<file path="src/rtl/mouse_pkg.sv">
// Shared constants, burst FSM state encoding and delta saturation helper for the
// PS/2 cursor engine.
package mouse_pkg;

  localparam int DEF_SCREEN_W     = 640;
  localparam int DEF_SCREEN_H     = 480;
  localparam int DEF_GRID_X0      = 32;
  localparam int DEF_GRID_Y0      = 176;
  localparam int DEF_BLOCK_LOG2   = 5;
  localparam int DEF_GRID_COLS    = 18;
  localparam int DEF_GRID_ROWS    = 8;
  localparam int DEF_CHEAT_CLICKS = 4;
  localparam int DEF_CHEAT_WINDOW = 50_000_000;

  localparam logic signed [8:0] DELTA_SAT_POS = 9'sb0_1111_1111;
  localparam logic signed [8:0] DELTA_SAT_NEG = 9'sb1_0000_0000;

  typedef enum logic {
    BURST_IDLE,
    BURST_COUNT
  } burst_state_e;

  // An overflowed PS/2 delta saturates toward the sign it reported.
  function automatic logic signed [8:0] sat_delta(input logic [8:0] d, input logic ov);
    if (ov) return d[8] ? DELTA_SAT_NEG : DELTA_SAT_POS;
    return $signed(d);
  endfunction

endpackage

</file>
<file path="src/rtl/click_burst_detector.sv">
// Counts right clicks inside a cycle window; pulses cheat_activate (registered, one
// edge after the completing click event) and rearms. A left click aborts the burst.
module click_burst_detector
  import mouse_pkg::*;
#(
  parameter int CHEAT_CLICKS = DEF_CHEAT_CLICKS,
  parameter int CHEAT_WINDOW = DEF_CHEAT_WINDOW
) (
  input  logic clk,
  input  logic rst,
  input  logic l_click,
  input  logic r_click,
  output logic cheat_activate
);
  localparam int CNT_W = (CHEAT_CLICKS < 2) ? 1 : $clog2(CHEAT_CLICKS + 1);
  localparam int TMR_W = (CHEAT_WINDOW < 2) ? 1 : $clog2(CHEAT_WINDOW);
  localparam logic [TMR_W-1:0] TMR_LAST = TMR_W'(CHEAT_WINDOW - 1);
  localparam logic [CNT_W-1:0] CNT_LAST = CNT_W'(CHEAT_CLICKS - 1);

  burst_state_e     state_q;
  logic [CNT_W-1:0] cnt_q;
  logic [TMR_W-1:0] timer_q;
  logic             cheat_q;

  always_ff @(posedge clk) begin
    if (!rst) begin
      state_q <= BURST_IDLE;
      cnt_q   <= '0;
      timer_q <= '0;
      cheat_q <= 1'b0;
    end else begin
      cheat_q <= 1'b0;
      case (state_q)
        BURST_IDLE: begin
          if (r_click && !l_click) begin
            timer_q <= '0;
            if (CHEAT_CLICKS <= 1) begin
              cheat_q <= 1'b1;
            end else begin
              state_q <= BURST_COUNT;
              cnt_q   <= CNT_W'(1);
            end
          end
        end
        BURST_COUNT: begin
          timer_q <= timer_q + 1'b1;
          // Abort and window expiry both outrank a coincident right click.
          if (l_click || timer_q == TMR_LAST) begin
            state_q <= BURST_IDLE;
            cnt_q   <= '0;
            timer_q <= '0;
          end else if (r_click) begin
            if (cnt_q == CNT_LAST) begin
              cheat_q <= 1'b1;
              state_q <= BURST_IDLE;
              cnt_q   <= '0;
              timer_q <= '0;
            end else begin
              cnt_q <= cnt_q + 1'b1;
            end
          end
        end
        default: state_q <= BURST_IDLE;
      endcase
    end
  end

  assign cheat_activate = cheat_q;

endmodule

</file>
<file path="src/rtl/mouse_cursor_tracker.sv">
// Clamped, speed-scaled cursor with grid mapping and click pulses; position and pulses
// update one edge after pkt_valid. Right-click burst cheat built only with MOUSE_CHEAT_EN.
module mouse_cursor_tracker
  import mouse_pkg::*;
#(
  parameter int SCREEN_W     = DEF_SCREEN_W,
  parameter int SCREEN_H     = DEF_SCREEN_H,
  parameter int X_W          = 10,
  parameter int Y_W          = 9,
  parameter int SPEED_SHIFT  = 0,
  parameter int GRID_X0      = DEF_GRID_X0,
  parameter int GRID_Y0      = DEF_GRID_Y0,
  parameter int BLOCK_LOG2   = DEF_BLOCK_LOG2,
  parameter int GRID_COLS    = DEF_GRID_COLS,
  parameter int GRID_ROWS    = DEF_GRID_ROWS,
  parameter int CHEAT_CLICKS = DEF_CHEAT_CLICKS,
  parameter int CHEAT_WINDOW = DEF_CHEAT_WINDOW
) (
  input  logic           clk,
  input  logic           rst,
  input  logic           pkt_valid,
  input  logic [8:0]     dx,
  input  logic           x_ov,
  input  logic [8:0]     dy,
  input  logic           y_ov,
  input  logic           l_btn,
  input  logic           r_btn,
  output logic [X_W-1:0] mouse_x,
  output logic [Y_W-1:0] mouse_y,
  output logic [4:0]     mouse_block_x,
  output logic [2:0]     mouse_block_y,
  output logic           mouse_inblock,
  output logic           l_click,
  output logic           r_click,
  output logic           cheat_activate
);
  localparam int XS_W = X_W + SPEED_SHIFT + 2;
  localparam int YS_W = Y_W + SPEED_SHIFT + 2;
  localparam logic signed [XS_W-1:0] X_MAX = XS_W'(SCREEN_W - 1);
  localparam logic signed [YS_W-1:0] Y_MAX = YS_W'(SCREEN_H - 1);

  logic [X_W-1:0]         x_q, x_d;
  logic [Y_W-1:0]         y_q, y_d;
  logic                   prev_l_q, prev_r_q;
  logic                   l_click_q, r_click_q;
  logic                   l_click_d, r_click_d;
  logic signed [8:0]      dx_eff, dy_eff;
  logic signed [XS_W-1:0] x_step, x_sum;
  logic signed [YS_W-1:0] y_step, y_sum;

  always_comb begin
    dx_eff = sat_delta(dx, x_ov);
    dy_eff = sat_delta(dy, y_ov);
    x_step = XS_W'(dx_eff) <<< SPEED_SHIFT;
    y_step = YS_W'(dy_eff) <<< SPEED_SHIFT;
    x_sum  = $signed(XS_W'(x_q)) + x_step;
    // Screen y grows downward while the mouse reports up as positive.
    y_sum  = $signed(YS_W'(y_q)) - y_step;
    x_d    = x_q;
    y_d    = y_q;
    if (pkt_valid) begin
      if (x_sum[XS_W-1])     x_d = '0;
      else if (x_sum > X_MAX) x_d = X_W'(SCREEN_W - 1);
      else                   x_d = x_sum[X_W-1:0];
      if (y_sum[YS_W-1])     y_d = '0;
      else if (y_sum > Y_MAX) y_d = Y_W'(SCREEN_H - 1);
      else                   y_d = y_sum[Y_W-1:0];
    end
  end

  assign l_click_d = pkt_valid && l_btn && !prev_l_q;
  assign r_click_d = pkt_valid && r_btn && !prev_r_q;

  always_ff @(posedge clk) begin
    if (!rst) begin
      x_q       <= X_W'(SCREEN_W / 2);
      y_q       <= Y_W'(SCREEN_H / 2);
      prev_l_q  <= 1'b0;
      prev_r_q  <= 1'b0;
      l_click_q <= 1'b0;
      r_click_q <= 1'b0;
    end else begin
      x_q       <= x_d;
      y_q       <= y_d;
      l_click_q <= l_click_d;
      r_click_q <= r_click_d;
      if (pkt_valid) begin
        prev_l_q <= l_btn;
        prev_r_q <= r_btn;
      end
    end
  end

  logic [X_W-1:0] x_off, bx_full;
  logic [Y_W-1:0] y_off, by_full;
  logic           in_grid;

  always_comb begin
    x_off   = x_q - X_W'(GRID_X0);
    y_off   = y_q - Y_W'(GRID_Y0);
    bx_full = x_off >> BLOCK_LOG2;
    by_full = y_off >> BLOCK_LOG2;
    in_grid = (x_q >= X_W'(GRID_X0)) && (y_q >= Y_W'(GRID_Y0)) &&
              (bx_full < X_W'(GRID_COLS)) && (by_full < Y_W'(GRID_ROWS));
  end

  assign mouse_x       = x_q;
  assign mouse_y       = y_q;
  assign mouse_inblock = in_grid;
  assign mouse_block_x = in_grid ? bx_full[4:0] : 5'd0;
  assign mouse_block_y = in_grid ? by_full[2:0] : 3'd0;
  assign l_click       = l_click_q;
  assign r_click       = r_click_q;

`ifdef MOUSE_CHEAT_EN
  // Fed with the pre-register click events so its registered pulse lines up with r_click.
  click_burst_detector #(
    .CHEAT_CLICKS(CHEAT_CLICKS),
    .CHEAT_WINDOW(CHEAT_WINDOW)
  ) u_burst (
    .clk           (clk),
    .rst           (rst),
    .l_click       (l_click_d),
    .r_click       (r_click_d),
    .cheat_activate(cheat_activate)
  );
`else
  assign cheat_activate = 1'b0;
`endif

endmodule
</file>
<file path="config.mk">
export PLATFORM = sky130hd
export DESIGN_NAME = mouse_cursor_tracker
export DESIGN_NICKNAME = d
export VERILOG_FILES = /design/src/rtl/mouse_pkg.sv /design/src/rtl/click_burst_detector.sv /design/src/rtl/mouse_cursor_tracker.sv
export SDC_FILE = /design/constraint.sdc
export NUM_CORES = 1
export LEC_CHECK = 0
export CORE_MARGIN = 2
export CORE_UTILIZATION = 50
export DETAILED_ROUTE_END_ITERATION = 10
export GPL_TIMING_DRIVEN = 0
export PLACE_DENSITY = 0.81
export SETUP_SLACK_MARGIN = 0.4
export SYNTH_ARGS = -nofsm -noshare
export SYNTH_HDL_FRONTEND = slang
export SYNTH_SLANG_ARGS = --single-unit
</file>
<file path="constraint.sdc">
create_clock -name clk -period 4.1 [get_ports clk]
set_input_delay 0.82 -clock clk [delete_from_list [all_inputs] [get_ports clk]]
set_output_delay 0.82 -clock clk [all_outputs]
set_load 0.05 [all_outputs]
</file>
Word level (Yosys, flattened, before mapping)
Index checks and enable logic that the tools add are counted.
- bits in registers: 23
- input bits: 25
- output and inout port bits: 31
- word-level logic and storage cells: 39
- add/subtract/negate cells: 4
- $lt $le $gt $ge: 6
- multiplexer cells: 14
- reductions and logical operators: 9
- operators by type and width (operator ; count):
    9-bit two-way mux ; 8
    10-bit two-way mux ; 2
    11-bit by 9-bit adder with 12-bit output ; 1
    12-bit by 11-bit > comparator with 1-bit output (second input constant) ; 1
    11-bit by 10-bit > comparator with 1-bit output (second input constant) ; 1
    10-bit by 9-bit subtractor with 11-bit output ; 1
    10-bit by 6-bit >= comparator with 1-bit output (second input constant) ; 1
    10-bit by 6-bit subtractor with 10-bit output (second input constant) ; 1
    9-bit by 8-bit >= comparator with 1-bit output (second input constant) ; 1
    9-bit by 8-bit subtractor with 9-bit output (second input constant) ; 1
    1-bit logical AND ; 7
    5-bit < comparator (second input constant) ; 1
    5-bit two-way mux ; 1
    4-bit < comparator (second input constant) ; 1
    3-bit two-way mux ; 1
    1-bit logical NOT ; 2
    1-bit two-way mux ; 2

Depth between registers and ports, before layout
Gate-level depths: netlist (run 1).
- depth in word-level cells: 7
- gate-level depth with buffers: 12
- depth with buffers taken out: 12

Least setup slack after synthesis (run 1)
Ideal clock, no wire load.
- kind: input -> register
- start point: input port dx[8]
- end point: register x_q[6] (netlist: mouse_x[6])
- library setup time: 0.122 ns
- arrival time: 3.394 ns
- required time: 3.978 ns
- path slack: 0.584 ns
- stages on the path: 11
- path buffers: 0
- cell sequence: nand2b_1 -> o21ai_0 -> ha_1 -> fa_1 -> a21o_1 -> a221oi_4 -> nor3_1 -> or3_4 -> a211oi_4 -> nand2_1 -> a221o_1
- cells in the longest elaborated chain, start to end: 7
- RTL lines (item ; line ; text):
    start, declared ; mouse_cursor_tracker.sv:22 ; input logic [8:0] dx,
    9-bit two-way mux (2 in series) ; mouse_pkg.sv:25 ; if (ov) return d[8] ? DELTA_SAT_NEG : DELTA_SAT_POS;
    9-bit two-way mux (*) ; mouse_pkg.sv:26 ; return $signed(d);
    11-bit by 9-bit adder with 12-bit output (*) ; mouse_cursor_tracker.sv:56 ; x_sum = $signed(XS_W'(x_q)) + x_step;
    12-bit by 11-bit > comparator with 1-bit output ; mouse_cursor_tracker.sv:63 ; else if (x_sum > X_MAX) x_d = X_W'(SCREEN_W - 1);
    10-bit two-way mux ; mouse_cursor_tracker.sv:63 ;
    10-bit two-way mux (*) ; mouse_cursor_tracker.sv:62 ; if (x_sum[XS_W-1]) x_d = '0;
    end signal, assigned ; mouse_cursor_tracker.sv:76 ; x_q <= X_W'(SCREEN_W / 2);
    end, declared ; mouse_cursor_tracker.sv:42 ; logic [X_W-1:0] x_q, x_d;
Every way passes the cells marked *; elsewhere a longest branch is shown, timed or not. The select of a mux whose other input is x is not followed.
A chain may end at the register's enable or synchronous reset.

Worst setup path in the final report (run 1)
- start point: input port dx[1]
- end point: register x_q[0] (netlist: mouse_x[0])
- cells in the longest elaborated chain, start to end: 5
- RTL lines (item ; line):
    9-bit two-way mux (*) ; mouse_pkg.sv:26
    11-bit by 9-bit adder with 12-bit output (*) ; mouse_cursor_tracker.sv:56
    12-bit by 11-bit > comparator with 1-bit output ; mouse_cursor_tracker.sv:63
    10-bit two-way mux ; mouse_cursor_tracker.sv:63
    10-bit two-way mux (*) ; mouse_cursor_tracker.sv:62
Every way passes the cells marked *; elsewhere a longest branch is shown, timed or not.

==> results of run 1 <==
==> power by group through the flow <==
| stage | Combinational [mW] | Sequential [mW] | Clock (mW) |
|---|---|---|---|
| 6_report | 0.801 | 0.292 | 0.136 |
| 5_1_grt | 0.871 | 0.297 | 0.147 |
| 4_1_cts | 0.780 | 0.292 | 0.140 |
| 3_5_place_dp | 0.768 | 0.296 | 0 |
| 3_3_place_gp | 0.758 | 0.296 | 0 |
| 2_1_floorplan | 0.480 | 0.376 | 0 |
==> cell families after synthesis <==
family,synth area share (%)
flops,20.6
other cells,0.168
compound gates,29.5
fa+ha+maj,15.2
buf+inv,6.05
simple gates,18.8
mux,1.40
xor+xnor,8.23
==> cell type report <==
type | instances | area share [%]
inverters | 27 | 3.44
clock buffers | 3 | 1.38
multi-input cells | 237 | 56.6
flip-flops and latches | 23 | 15.4
repair buffers | 61 | 19.7
well taps | 52 | 2.18
plain buffers | 8 | 1.13
clock inverters | 1 | 0.168
==> path summary, 6_finish.rpt <==
check	from	to	slack, ns	cells after the start
max	dx[1]	mouse_x[0]	0.53	11
min	prev_l_q	l_click	0.42	1
max reg2reg	mouse_x[0]	mouse_x[6]	1.31	9
min reg2reg	prev_l_q	l_click	0.42	1
==> stage by stage <==
| step | hold WS [ns] | util (%) |
|---|---|---|
| 2_1_floorplan | 0.396 | - |
| 3_3_place_gp | 0.406 | 65.7 |
| 3_5_place_dp | 0.405 | 65.7 |
| 4_1_cts | 0.417 | 68.0 |
| 5_1_grt | 0.435 | 69.0 |
| 6_report | 0.421 | 69.0 |
==> routing by layer <==
| metal | up-vias | track usage (%) | share of wire, % |
|---|---|---|---|
| li1 | 1187 | - | - |
| met1 | 1054 | 26.6 | 44 |
| met2 | 58 | 38.4 | 52 |
| met3 | 6 | 0.855 | 3.5 |
| met4 | 0 | 10.1 | 0.82 |
| met5 | - | 0 | 0 |
==> flip-flops by register name, indices dropped and copies added (netlist names) <==
signal and cells:
mouse_y 9, prev_r_q 1, r_click 1, mouse_x 10, l_click 1, prev_l_q 1
==> Yosys cell counts (3+ instances only) <==
cell,number
xnor2_1,13
nor2b_1,6
dfxtp_1,23
inv_1,26
a21oi_1,30
o21ai_0,24
o21bai_1,3
nand2_1,21
clkbuf_1,7
nor3_1,9
a311oi_1,6
a21o_1,7
ha_1,24
o21ai_1,3
xor2_1,8
nor2_1,31
nand3_1,5
==> timing repair <==
action,CTS,global route
setup endpoints to repair,28,19
setup buffers,5,2
pin swaps,3,2
gates resized for setup,14,10
hold buffers,0,0
==> worst reg2reg max path, cell delays in order, from the launching register on <==
cell      delay (ns)
dfxtp_1         0.34
ha_1            0.26
fa_1            0.42
a21o_1          0.25
a221oi_4        0.27
nor3_1          0.07
or3_4           0.41
a211oi_4        0.27
nand2_1         0.08
a221o_1         0.31
==> impl_metrics.py, run 1 <==
metrics = {
    "run_status": {
        "outcome": "finished clean",
    },
    "final_layout": {
        "areaGrowthSynthToFinish_pct": 33.5,
        "nFillCells": 385,
        "layout-drive-gt1-share_pct": 8.06,
        "mostFrequentLayoutCells": "43 x clkdlybuf4s50_1, 30 x a21oi_1, 30 x nor2_1",
        "stdcell_count": 412,
        "fin_nets": 412,
        "n_antenna_cell": 0,
        "regArea_um2": 460,
        "final_common_cell": "clkdlybuf4s50_1",
        "multi_input_area_um2": 1690,
        "final_cell_area_um2": 2980,
    },
    "logic_synthesis": {
        "ys_types": 52,
        "syn_area_um2": 2230,
        "ys_ff_latch": 23,
        "syn_avg_cell_area_um2": 7.58,
        "yosys_most_used_dff": "dfxtp_1",
        "synth_cells": 295,
        "synth_edf_count": 0,
        "yosys-top-cells-area": "dfxtp_1 21%, ha_1 13%, a21oi_1 6.7%",
        "synth_area_leader_cell": "dfxtp_1",
        "async_flop_share_pct": 0,
        "synth_fp_nets": 346,
        "yosys_warnings": 0,
        "synth_top_area_share_pct": 20.6,
        "ys_seq_area_share_pct": 20.6,
    },
    "placed_design": {
        "routabilityCongestion": 0.909,
        "dpl.cell_count": 401,
        "dp_slack_ns": -0.426,
        "dpl_cell_area_um2": 2840,
        "place_hpwl_um": 4240,
        "io_buffers": 54,
    },
    "routing": {
        "first_iter_violations": 103,
        "wl_per_cell_um": 13.2,
        "ant_nets": 0,
        "drt_wl_total_um": 5460,
        "viasPerCell": 5.59,
        "num_vias": 2305,
        "first_pass_iters": 4,
        "drc_errors": 0,
    },
    "floorplanning": {
        "pin_count": 56,
        "die_y_um": 70.9,
        "rows": 24,
        "initial_core_util_pct": 51.7,
        "die_x_um": 70.9,
        "die-area_um2": 5020,
        "core-area_um2": 4320,
    },
    "grt": {
        "grt_pass1_vias": 2161,
        "grt_first_pass_wirelength_um": 9000,
        "grt_max_degree": 14,
        "gr-usage-all-layers_pct": 21.5,
        "grt.overflow.total": 0,
        "antenna_found_initial": 0,
    },
    "timing": {
        "tns_ns": 0,
        "fin_skew_ns": 0.00396,
        "relSlewSlack_pct": 60.0,
        "period_minus_slack_ns": 3.57,
        "fin_crit_sh_pct": 87.0,
        "rsz0062_at_grt": "false",
        "tightest_slew_ns": 0.599,
        "slew_violations": 0,
        "max_freq_mhz": 280,
        "setup_violations": 0,
        "setup_slack_ns": 0.534,
        "finalHoldViolCount": 0,
    },
    "cts": {
        "clkSlewWorstSetupHoldPaths_ns": 0.08,
        "clock_sinks": 23,
        "clk_path_buf_depth": 2,
        "cts_tree": "done",
        "htreeDepth": 1,
        "clk_latency_ns": 0.26,
        "numCtsBuffers": 3,
        "root_buffer": "clkbuf_8",
    },
    "worst_setup_path": {
        "cp-start-kind": "input pin",
        "crit_path_max_incr_delay_ns": 0.50,
        "required_ns": 4.27,
        "path_max_fanout": 6,
        "crit_path_end_kind": "flop",
        "worstPathArrival_ns": 3.73,
        "timing.setup.critical_path_class": "input pin to flop",
        "cp.buffers_inverters": 3,
        "path_cells": "clkdlybuf4s50_1 > inv_1 > o21ai_0 > ha_1 > a211oi_2 > nor3_1 > a311o_1 > nor4_1 > a211oi_4 > buf_4 > a311oi_1",
        "critPathSlowestCell": "nor4_1",
        "cpLargestDelayFamily": "compound AO/OA/AOI/OAI gates",
    },
    "worst_hold_path": {
        "hold_path.class": "flop to flop",
    },
    "pwr": {
        "clockPowerShare_pct": 11.1,
        "swShare_pct": 48.2,
        "power.density_nw_per_um2": 412,
        "switchingPower_mw": 0.592,
        "seq_power_share_pct": 23.8,
        "power_mw": 1.23,
        "combPwrFrac_pct": 65.1,
        "ir_worst_vdd_v": 0.000168,
        "intPower_mw": 0.637,
        "leakage_nw": 1.32,
    },
    "job": {
        "maxCapViolCount": 0,
    },
}
Power figures use the tool's default switching activity.
==> run 2, diff against run 1 <==
--- a/config.mk
+++ b/config.mk
@@ -11,6 +11,8 @@
 export GPL_TIMING_DRIVEN = 0
 export PLACE_DENSITY = 0.81
 export SETUP_SLACK_MARGIN = 0.4
+export SKIP_CTS_REPAIR_TIMING = 1
 export SYNTH_ARGS = -nofsm -noshare
 export SYNTH_HDL_FRONTEND = slang
 export SYNTH_SLANG_ARGS = --single-unit
+export TNS_END_PERCENT = 10
==> impl_metrics.py, run 2 (synthesis results as in run 1) <==
metrics = {
    "run_status": {
        "outcome": "finished clean",
    },
    "grt": {
        "grt.overflow.total": 0,
        "grt_pass1_vias": 2134,
        "grt_max_degree": 14,
        "grt_first_pass_wirelength_um": 8910,
        "antenna_found_initial": 0,
        "gr-usage-all-layers_pct": 21.2,
    },
    "timing": {
        "whs_ns": 0.421,
        "slew_violations": 0,
        "setup_violations": 0,
        "relSlewSlack_pct": 60.2,
        "fin_crit_sh_pct": 91.4,
        "period_minus_slack_ns": 3.75,
        "fin_skew_ns": 0.00349,
        "tightest_slew_ns": 0.597,
        "finalHoldViolCount": 0,
        "max_freq_mhz": 267,
        "rsz0062_at_grt": "true",
    },
    "final_layout": {
        "areaGrowthSynthToFinish_pct": 35.5,
        "final_common_cell": "clkdlybuf4s50_1",
        "multi_input_area_um2": 1720,
        "n_antenna_cell": 0,
        "mostFrequentLayoutCells": "51 x clkdlybuf4s50_1, 30 x nor2_1, 28 x a21oi_1",
        "layout-drive-gt1-share_pct": 8.36,
        "largest_reg_flops": 10,
        "nFillCells": 387,
        "stdcell_count": 411,
        "fin_nets": 411,
        "regArea_um2": 460,
    },
    "job": {
        "maxCapViolCount": 0,
    },
    "cts": {
        "numCtsBuffers": 3,
        "cts_tree": "done",
        "htreeDepth": 1,
        "clock_sinks": 23,
        "root_buffer": "clkbuf_8",
        "clk_path_buf_depth": 2,
        "clk_latency_ns": 0.26,
        "clkSlewWorstSetupHoldPaths_ns": 0.08,
    },
    "routing": {
        "wl_per_cell_um": 13.5,
        "drc_errors": 0,
        "ant_nets": 0,
        "first_iter_violations": 110,
        "drt_wl_total_um": 5560,
        "first_pass_iters": 4,
        "num_vias": 2287,
        "viasPerCell": 5.56,
    },
    "floorplanning": {
        "die_y_um": 70.9,
        "pin_count": 56,
        "core-area_um2": 4320,
        "die-area_um2": 5020,
        "initial_core_util_pct": 51.7,
        "rows": 24,
        "die_x_um": 70.9,
    },
    "placed_design": {
        "dpl.cell_count": 401,
        "routabilityCongestion": 0.909,
        "place_hpwl_um": 4240,
        "io_buffers": 54,
    },
    "pwr": {
        "ir_worst_vdd_v": 0.000168,
        "power.density_nw_per_um2": 412,
        "leakage_nw": 1.29,
    },
    "worst_setup_path": {
        "critPathSlowestCell": "clkdlybuf4s50_1",
        "rrSetupSlack_ns": 1.22,
        "worstPathArrival_ns": 2.93,
        "required_ns": 3.28,
        "timing.setup.critical_path_class": "flop to primary output",
        "cp-start-kind": "flop",
        "path_max_fanout": 9,
        "crit_path_end_kind": "primary output",
        "cp.buffers_inverters": 2,
        "crit_path_max_incr_delay_ns": 0.83,
        "path_cells": "inv_1 > ha_1 > nor3_1 > nor2b_1 > o21ai_0 > o311ai_2 > nor2_1 > clkdlybuf4s50_1",
        "cpLargestDelayFamily": "buffers and inverters",
    },
    "worst_hold_path": {
        "hold_path.class": "flop to flop",
    },
}
run 2: layout make-up:
class                           instances  area share [%]
Clock buffer                            3            1.36
Sequential cell                        23            15.2
Multi-Input combinational cell        237            56.9
Inverter                               27            3.47
Timing Repair Buffer                   60            19.6
Tap cell                               52            2.15
Clock inverter                          1           0.165
Buffer                                  8            1.12
run 2: final timing paths:
check,from,endpoint,cells after the start
worst max-delay path,mouse_x[5],mouse_block_x[0],8
worst min-delay path,prev_l_q,l_click,1
worst max register to register,mouse_x[0],mouse_x[6],9
worst min register to register,prev_l_q,l_click,1
run 2: worst reg2reg max path, cell delays in order, from the launching register on:
cell	delay (ns)
dfxtp_1	0.34
ha_1	0.26
fa_1	0.42
a21o_1	0.24
a221oi_4	0.33
nor3_1	0.08
or3_4	0.41
a211oi_4	0.29
nand2_1	0.09
a221o_1	0.31
run 2: where the power goes:
group          leakage (nW)  internal, mW  total (mW)  switching (mW)
combinational          1.08         0.328       0.818           0.490
clock                0.0255        0.0677       0.137          0.0689
sequential            0.190         0.251       0.293          0.0414
total                  1.29         0.647        1.25           0.601
run 2: routing by layer:
metal  routed length [µm]  global-route usage (%)  vias to the layer above
met3                  182                   0.855                        2
met4                    2                    9.64                        0
met2                 2930                    37.6                       49
met1                 2440                    26.6                     1052
met5                    0                       0                        -
li1                     -                       -                     1184
run 2: stage by stage:
step | cell area [µm²] | setup WS, ns | setup TNS [ns] | util (%) | total power [mW]
after global placement | 2840 | -0.392 | -1.79 | 65.7 | 1.05
after CTS | 2890 | -0.149 | -0.149 | 66.8 | 1.20
after global routing | 3030 | 0.198 | 0 | 70.0 | 1.33
after floorplan | 2230 | 0.584 | 0 | - | 0.855
final | 3030 | 0.351 | 0 | 70.0 | 1.25
after detailed placement | 2840 | -0.426 | -2.65 | 65.7 | 1.06
==> run 3, diff against run 2 <==
--- a/config.mk
+++ b/config.mk
@@ -5,10 +5,10 @@
 export SDC_FILE = /design/constraint.sdc
 export NUM_CORES = 1
 export LEC_CHECK = 0
-export CORE_MARGIN = 2
+export CORE_MARGIN = 3
 export CORE_UTILIZATION = 50
 export DETAILED_ROUTE_END_ITERATION = 10
-export GPL_TIMING_DRIVEN = 0
+export GPL_TIMING_DRIVEN = 1
 export PLACE_DENSITY = 0.81
 export SETUP_SLACK_MARGIN = 0.4
 export SKIP_CTS_REPAIR_TIMING = 1
==> impl_metrics.py, run 3 (synthesis results as in run 1) <==
metrics = {
    "run_status": {
        "outcome": "finished clean",
    },
    "timing": {
        "fin_skew_ns": 0.00422,
        "period_minus_slack_ns": 3.76,
        "slew_violations": 0,
        "finalHoldViolCount": 0,
        "max_freq_mhz": 266,
        "tightest_slew_ns": 0.593,
        "tns_ns": 0,
        "relSlewSlack_pct": 60.1,
        "rsz0062_at_grt": "true",
        "fin_crit_sh_pct": 91.7,
        "setup_violations": 0,
    },
    "routing": {
        "drc_errors": 0,
        "num_vias": 2257,
        "first_pass_iters": 4,
        "ant_nets": 0,
        "first_iter_violations": 155,
        "drt_wl_total_um": 5270,
        "wl_per_cell_um": 13.1,
        "viasPerCell": 5.60,
    },
    "worst_hold_path": {
        "hold_path.class": "flop to flop",
    },
    "final_layout": {
        "n_antenna_cell": 0,
        "stdcell_count": 403,
        "nFillCells": 353,
        "fin_nets": 405,
        "mostFrequentLayoutCells": "51 x clkdlybuf4s50_1, 31 x nor2_1, 30 x a21oi_1",
        "fin_util_pct": 70.8,
        "layout-drive-gt1-share_pct": 5.95,
        "largest_reg_flops": 10,
        "final_common_cell": "clkdlybuf4s50_1",
        "areaGrowthSynthToFinish_pct": 31.4,
        "regArea_um2": 460,
        "multi_input_area_um2": 1650,
    },
    "cts": {
        "clkSlewWorstSetupHoldPaths_ns": 0.08,
        "clock_sinks": 23,
        "htreeDepth": 1,
        "root_buffer": "clkbuf_8",
        "cts_tree": "done",
        "numCtsBuffers": 3,
        "clk_path_buf_depth": 2,
        "clk_latency_ns": 0.26,
    },
    "worst_setup_path": {
        "path_cells": "clkdlybuf4s50_1 > clkinvlp_4 > nor2_1 > buf_4 > a21o_1 > ha_1 > fa_1 > nor2b_1 > o31a_1 > o31a_1 > a21oi_1 > mux2_2 > o21bai_1 > a21oi_1",
        "worstPathArrival_ns": 3.95,
        "crit_path_max_incr_delay_ns": 0.51,
        "cp-start-kind": "input pin",
        "path_max_fanout": 9,
        "critPathSlowestCell": "clkdlybuf4s50_1",
        "required_ns": 4.29,
        "cpLargestDelayFamily": "compound AO/OA/AOI/OAI gates",
        "rrSetupSlack_ns": 1.30,
        "cp.buffers_inverters": 3,
        "crit_path_end_kind": "flop",
        "timing.setup.critical_path_class": "input pin to flop",
    },
    "grt": {
        "grt_pass1_vias": 2025,
        "grt_max_degree": 22,
        "gr-usage-all-layers_pct": 20.9,
        "grt.overflow.total": 0,
        "antenna_found_initial": 0,
        "grt_first_pass_wirelength_um": 9180,
    },
    "job": {
        "maxCapViolCount": 0,
    },
    "pwr": {
        "power_mw": 1.22,
        "ir_worst_vdd_v": 0.000309,
        "leakage_nw": 1.27,
        "power.density_nw_per_um2": 415,
    },
    "floorplanning": {
        "initial_core_util_pct": 53.9,
        "die_x_um": 72.9,
        "die_y_um": 72.9,
        "core-area_um2": 4140,
        "pin_count": 56,
        "die-area_um2": 5310,
        "rows": 23,
    },
    "placed_design": {
        "io_buffers": 54,
        "place_hpwl_um": 4270,
        "dpl.cell_count": 399,
        "routabilityCongestion": 0.914,
    },
}
## run 3: cell types whose count changed in the layout (fill, tap and decap cells not counted), moves of 2 or more
cell / before / now
xnor2_1: 11 / 13
a21oi_2: 2 / 0
clkbuf_1: 7 / 1
a21oi_1: 28 / 30
## run 3: worst reg2reg max path, delay by kind of cell, from the launching register on
family	cells	cell delay (ns)
compound gates	4	1.01
fa+ha+maj	1	0.41
buf+inv	1	0.19
flops	1	0.49
simple gates	2	0.61
## run 3: metal layers
layer / global-route usage [%] / part of all wire (%)
met5: 0 / 0
met4: 3.28 / 0.27
met3: 2.75 / 5.2
met2: 32.0 / 45
met1: 31.7 / 50
## run 3: cell type report
class,instances,share of cell area (%)
clock buffers,4,1.53
well taps,50,2.13
multi-input cells,237,56.4
repair buffers,62,20.7
flip-flops and latches,23,15.7
inverters,27,3.58
## run 3: power by group
group	leakage (nW)	internal, mW	switching, mW	total, mW
logic	1.06	0.318	0.473	0.792
clock network	0.0228	0.0692	0.0652	0.134
registers	0.190	0.251	0.0408	0.292
## run 3: worst paths after layout
path	start	cells past startpoint	end
min reg2reg	prev_r_q	1	r_click
max reg2reg	mouse_x[8]	8	mouse_x[0]
min	prev_r_q	1	r_click
max	y_ov	14	mouse_y[8]
## run 3: per-stage QoR
stage / area (µm²) / setup slack [ns] / hold WS, ns
finish: 2940 / 0.339 / 0.424
global route: 2940 / 0.118 / 0.442
CTS: 2910 / 0.198 / 0.431
detailed placement: 2860 / 0.0522 / 0.411
global placement: 2860 / 0.122 / 0.407
floorplan: 2230 / 0.584 / 0.396
